[config.mk]
export PLATFORM = sky130hd
export DESIGN_NAME = seg7_scan8
export DESIGN_NICKNAME = d
export VERILOG_FILES = /design/src/rtl/seg7_scan8_pkg.sv /design/src/rtl/seg7_scan8_hex.sv /design/src/rtl/seg7_scan8.sv
export SDC_FILE = /design/constraint.sdc
export NUM_CORES = 1
export LEC_CHECK = 0
export ABC_AREA = 1
export BUFFER_PORTS_ARGS = -buffer_cell sky130_fd_sc_hd__buf_2
export CAP_MARGIN = 20
export CORE_ASPECT_RATIO = 0.7
export CORE_MARGIN = 2
export CORE_UTILIZATION = 54
export CTS_BUF_LIST = sky130_fd_sc_hd__clkbuf_4
export DETAILED_ROUTE_END_ITERATION = 6
export PLACE_DENSITY_LB_ADDON = 0.12
export REMOVE_ABC_BUFFERS = 1
export SYNTH_ARGS = -nofsm -noshare
export SYNTH_HDL_FRONTEND = slang
export SYNTH_SLANG_ARGS = --single-unit
[constraint.sdc]
create_clock -name clk -period 4.2 [get_ports clk]
set_input_delay 0.63 -clock clk [delete_from_list [all_inputs] [get_ports clk]]
set_output_delay 0.63 -clock clk [all_outputs]
set_load 0.05 [all_outputs]
[src/rtl/seg7_scan8_pkg.sv]
// Shared constants for the seven-segment display blocks: active-low hex glyphs
// and the all-off code used for blanking.
package seg7_scan8_pkg;

  localparam logic [7:0] SEG_BLANK = 8'hFF;
  localparam logic [7:0] AN_BLANK  = 8'hFF;

  // Segment order is {g,f,e,d,c,b,a}; a 0 lights the segment. Entry 15 is listed first.
  localparam logic [15:0][6:0] HEX_SEG_TAB = {
    7'h0E,  // F
    7'h06,  // E
    7'h21,  // d
    7'h46,  // C
    7'h03,  // b
    7'h08,  // A
    7'h10,  // 9
    7'h00,  // 8
    7'h78,  // 7
    7'h02,  // 6
    7'h12,  // 5
    7'h19,  // 4
    7'h30,  // 3
    7'h24,  // 2
    7'h79,  // 1
    7'h40   // 0
  };

endpackage

[src/rtl/seg7_scan8_hex.sv]
// Hex nibble to active-low seven-segment glyph; purely combinational so other
// display blocks can reuse it.
module hex_to_seg7
  import seg7_scan8_pkg::*;
(
  input  logic [3:0] i_hex,
  output logic [6:0] o_seg
);

  assign o_seg = HEX_SEG_TAB[i_hex];

endmodule

[src/rtl/seg7_scan8.sv]
// Eight-digit multiplexed seven-segment scan driver with frame-coherent
// snapshotting, per-digit blinking and a blank cycle at the start of each slot.
module seg7_scan8
  import seg7_scan8_pkg::*;
#(
  parameter int SCAN_DIV  = 50000,
  parameter int BLINK_DIV = 25000000
) (
  input  logic        clk,
  input  logic        rst,
  input  logic [31:0] Disp_num,
  input  logic [7:0]  LE,
  input  logic [7:0]  point,
  output logic [7:0]  AN,
  output logic [7:0]  SEGMENT
);

  localparam int CW = (SCAN_DIV  > 1) ? $clog2(SCAN_DIV)  : 1;
  localparam int BW = (BLINK_DIV > 1) ? $clog2(BLINK_DIV) : 1;

  localparam logic [CW-1:0] CNT_LAST   = CW'(SCAN_DIV - 1);
  localparam logic [BW-1:0] BLINK_LAST = BW'(BLINK_DIV - 1);

  generate
    if (SCAN_DIV < 2) begin : g_bad_scan_div
      $error("seg7_scan8: SCAN_DIV must be at least 2");
    end
    if (BLINK_DIV < 1) begin : g_bad_blink_div
      $error("seg7_scan8: BLINK_DIV must be at least 1");
    end
  endgenerate

  logic [CW-1:0] r_cnt;
  logic [2:0]    r_dig;
  logic [BW-1:0] r_bcnt;
  logic          r_phase;
  logic [31:0]   r_snap_num;
  logic [7:0]    r_snap_le;
  logic [7:0]    r_snap_pt;
  logic [7:0]    r_an;
  logic [7:0]    r_seg;

  logic          w_cnt_wrap;
  logic          w_blink_wrap;
  logic          w_frame_start;
  logic [3:0]    w_nibble;
  logic [6:0]    w_glyph;
  logic [7:0]    w_an_nxt;
  logic [7:0]    w_seg_nxt;

  assign w_cnt_wrap    = (r_cnt == CNT_LAST);
  assign w_blink_wrap  = (r_bcnt == BLINK_LAST);
  assign w_frame_start = (r_cnt == '0) && (r_dig == 3'd0);
  assign w_nibble      = r_snap_num[{r_dig, 2'b00} +: 4];

  hex_to_seg7 u_hex (
    .i_hex (w_nibble),
    .o_seg (w_glyph)
  );

  // Slot counter and digit index.
  always_ff @(posedge clk) begin
    if (rst) begin
      r_cnt <= '0;
      r_dig <= 3'd0;
    end else if (w_cnt_wrap) begin
      r_cnt <= '0;
      r_dig <= r_dig + 3'd1;
    end else begin
      r_cnt <= r_cnt + 1'b1;
    end
  end

  // Free-running blink timebase, deliberately not aligned to frames.
  always_ff @(posedge clk) begin
    if (rst) begin
      r_bcnt  <= '0;
      r_phase <= 1'b0;
    end else if (w_blink_wrap) begin
      r_bcnt  <= '0;
      r_phase <= ~r_phase;
    end else begin
      r_bcnt  <= r_bcnt + 1'b1;
    end
  end

  // Inputs are captured once per frame so a frame never mixes two values.
  always_ff @(posedge clk) begin
    if (rst) begin
      r_snap_num <= '0;
      r_snap_le  <= '0;
      r_snap_pt  <= '0;
    end else if (w_frame_start) begin
      r_snap_num <= Disp_num;
      r_snap_le  <= LE;
      r_snap_pt  <= point;
    end
  end

  always_comb begin
    w_an_nxt  = AN_BLANK;
    w_seg_nxt = SEG_BLANK;
    if (r_cnt != '0 && !(r_snap_le[r_dig] && r_phase)) begin
      w_an_nxt  = ~(8'b1 << r_dig);
      w_seg_nxt = {~r_snap_pt[r_dig], w_glyph};
    end
  end

  always_ff @(posedge clk) begin
    if (rst) begin
      r_an  <= AN_BLANK;
      r_seg <= SEG_BLANK;
    end else begin
      r_an  <= w_an_nxt;
      r_seg <= w_seg_nxt;
    end
  end

  assign AN      = r_an;
  assign SEGMENT = r_seg;

endmodule

==> impl_results.md <==
- Simple logic cell fraction of the synthesized area: 30.3%
- Number of antenna violations at the first check in global routing: 0
- Maximum buffer depth of the clock tree: 2
- CTS clock-pin slew for the worst setup and hold paths: 0.17 ns
- Global routing usage on met3: 5.86%
- Number of buffers inserted by port buffering: 65
- Final clock skew: 0.0198 ns
- Maximum fanout encountered on the critical timing path: 96
- Number of buffers created by CTS: 9
- Avg Synthesized Cell Area: 7.25 sq um
- Row count: 30
- Setup repair after global routing missed its margin: no
- Largest voltage drop on the vdd net: 0.228 mV
- Fraction of met2 tracks used by global routing: 35.5%
- Number of clock sinks: 109
- Max transition margin: 44.0%
- Yosys reg bits: 109
- Vias in the first global route: 4310
- Global-route wire length before repair: 19800 microns
- Setup TNS: 0 ns
- H-tree depth: 3
- Synth Instances: 744
- RR Endpoint: r_snap_pt[1]$_SDFFE_PP0P_
- Area growth syn-to-layout: 8.28%
- Number of routed nets with antenna violations: 0
- Met1 Use GR: 31.8%
- Sw frac: 29.6%
- Average detailed-routed wire length per instance: 12.8 microns
- Net switching power: 590 uW
- Core Footprint: 0.00972 sq mm
- Static leakage: 0.00240 uW
- DIE AREA: 0.0108 sq mm
- Path category of the worst min-delay check: in -> reg
- Power share of the clock group: 28.1%
- Share of post-route cells with drive strength above 1: 17.5%
- Minimum period implied by the final worst setup slack: 2.73 ns
- Total Routing Usage GR: 23.1%
- Combinational family with the most area after synthesis: simple AND/OR/NAND/NOR gates
- Share of power burned in combinational logic: 15.4%
- Endpoint of the worst hold-timing path: r_phase$_SDFFE_PP0N_
- Most used cells in the layout excluding fill and tap cells: sky130_fd_sc_hd__nand2_1 (159), sky130_fd_sc_hd__dfxtp_1 (109), sky130_fd_sc_hd__inv_1 (95)
- Final WL: 11900 microns
- Synth Area in Compound Gates: 13.4%
- Crit path capture type: flop
- Worst reg-to-reg path cell count: 7
- Root cell of the clock tree: sky130_fd_sc_hd__clkbuf_4
- Parity-gate share of the synthesized area counting xor and xnor cells: 1.14%
- Critical Path RT: 4.57 ns
- Global routing's busiest layer: met2
- Share of total power in sequential cells: 56.5%
- Proportion of synthesized area in mux cells: 0%
- Hold Fails Final Rpt: 0
- TritonRoute pass-1 iters: 5
- Number of hold-repair buffers added at the cts stage: 0
- Vias per cell: 5.27
- Internal power consumption: 1410 uW
- Adder-cell area share of the yosys netlist: 3.48%
- Y dimension of the die: 87.7 microns
- Via count: 4887
- Cell Area, Synth: 0.00540 sq mm
- Crit start category: flop
- Share of the clock period used by the worst path after layout: 65.0%
- Setup bufs post-CTS: 0
- Max Freq: 0.366 GHz
- Nets@finish: 860
- Number of design-rule violations left by the first detailed-router iteration: 360
- Number of pins with negative max-slew slack in the final report: 0
- Crit path kind: reg -> reg
- Leftover overflow at the end of global routing: 0
- Distinct cell type count after synthesis: 38
- Result of the run: finished clean
- Worst hold slack after final layout: 0.372 ns
- IO Pins: 66
- Reg2Reg Launch Point: r_dig[1]$_SDFFE_PP0N_
- Initial Util: 55.5%
- Critical Path AT: 3.10 ns
- Antenna diode instance count: 0
- Cell count of the worst hold path: 2
- Pwr per Cell Area: 341 mW/mm^2
- Worst reg-to-reg setup slack: 1.47 ns
- Total of warnings raised by yosys: 0
- Final weighted congestion in routability-driven placement: 0.916
- Die width: 123 microns
- Number of endpoints failing setup at the final stage: 0
- Max-Cap Viols: 0
- CTS tree: done
- Maximum number of pins on one net before global-route repair: 97
- Hold Startpoint: rst
- DR DRC count: 0
- Final HPWL from detailed placement: 8700 microns
- Most common library cell in the layout ignoring fill and taps: sky130_fd_sc_hd__nand2_1
- Resized Gates After CTS: 0
- Share of synthesized area occupied by flip-flops and latches: 40.4%
- Worst-Skew Late Latency: 0.50 ns
- Worst slew pin tran: 0.839 ns
==> cell type report <==
class                      instances  area, sq um
sequential                       109         2180
multi-input combinational        500         2610
clock inverter                     5         65.1
inverter                         108          405
timing repair buffer              67          340
tap                              128          160
fill                             931         3880
clock buffer                      11         82.6
==> stage by stage <==
stage / util [%] / cell area, sq um / worst slack (ns) / power (uW) / cells
after floorplan: - / 5200 / 1.90 / 1370 / 717
after global placement: 58.6 / 5700 / 1.64 / 1450 / 912
after detailed placement: 58.6 / 5700 / 1.54 / 1460 / 912
after CTS: 60.1 / 5840 / 1.53 / 2010 / 928
after global routing: 60.1 / 5840 / 1.18 / 2100 / 928
final: 60.1 / 5840 / 1.47 / 2000 / 928
==> layer usage <==
| metal | part of all wire, % | wire length (microns) |
|---|---|---|
| met1 | 49 | 5780 |
| met3 | 6.4 | 757 |
| met2 | 43 | 5150 |
| met5 | 0 | 0 |
| met4 | 1.6 | 189 |
==> flip-flops by register name (all words and copies together), names as in the netlist <==
name,count
r_snap_pt,8
SEGMENT,8
AN,8
r_bcnt,25
r_phase,1
r_snap_le,8
r_dig,3
r_snap_num,32
r_cnt,16
==> power groups by stage <==
stage	clock (uW)	sequential, uW	combinational (uW)
floorplan	0	1180	187
finish	560	1130	307
global route	611	1140	350
CTS	577	1130	307
detailed placement	0	1150	306
global placement	0	1150	297
==> synth_stat cells, drive strengths merged <==
cell type | n | area (sq um)
nand3b | 6 | 45.0
o21ai | 55 | 275
clkinv | 1 | 3.75
nand3 | 74 | 438
xnor2 | 1 | 8.76
buf | 19 | 170
a21oi | 79 | 418
inv | 107 | 402
nand4 | 15 | 93.8
a211oi | 1 | 7.51
nor2 | 55 | 262
or2 | 3 | 18.8
o21bai | 1 | 7.51
dfxtp | 109 | 2180
o211ai | 2 | 15.0
nand2 | 166 | 646
nor3 | 18 | 111
ha | 15 | 188
clkbuf | 8 | 31.3
nor3b | 3 | 22.5
xor2 | 6 | 52.6
==> cells by family after synthesis <==
group                    Yosys count
buffers and inverters            135
AO/OA/AOI/OAI                    138
AND/OR/NAND/NOR                  340
XOR/XNOR                           7
flip-flops                       109
adder cells (fa/ha/maj)           15
==> worst max path at each step <==
stage / startpoint / to
after floorplan: r_dig[0]$_SDFFE_PP0N_ / r_snap_le[0]$_SDFFE_PP0P_
after global placement: r_dig[1]$_SDFFE_PP0N_ / r_snap_num[21]$_SDFFE_PP0P_
after detailed placement: r_dig[1]$_SDFFE_PP0N_ / r_snap_pt[1]$_SDFFE_PP0P_
after CTS: r_dig[1]$_SDFFE_PP0N_ / r_snap_num[20]$_SDFFE_PP0P_
after global routing: r_dig[1]$_SDFFE_PP0N_ / r_snap_num[1]$_SDFFE_PP0P_
final: r_dig[1]$_SDFFE_PP0N_ / r_snap_pt[1]$_SDFFE_PP0P_
==> worst max-delay path, cell delays in order (launching register included) <==
cell	delay, ns
sky130_fd_sc_hd__dfxtp_1	0.54
sky130_fd_sc_hd__inv_2	0.34
sky130_fd_sc_hd__ha_1	0.23
sky130_fd_sc_hd__inv_1	0.04
sky130_fd_sc_hd__nor2_1	0.20
sky130_fd_sc_hd__nand3_4	0.66
sky130_fd_sc_hd__o21ai_0	0.50
sky130_fd_sc_hd__a21oi_1	0.08
Power figures use the tool's default switching activity.
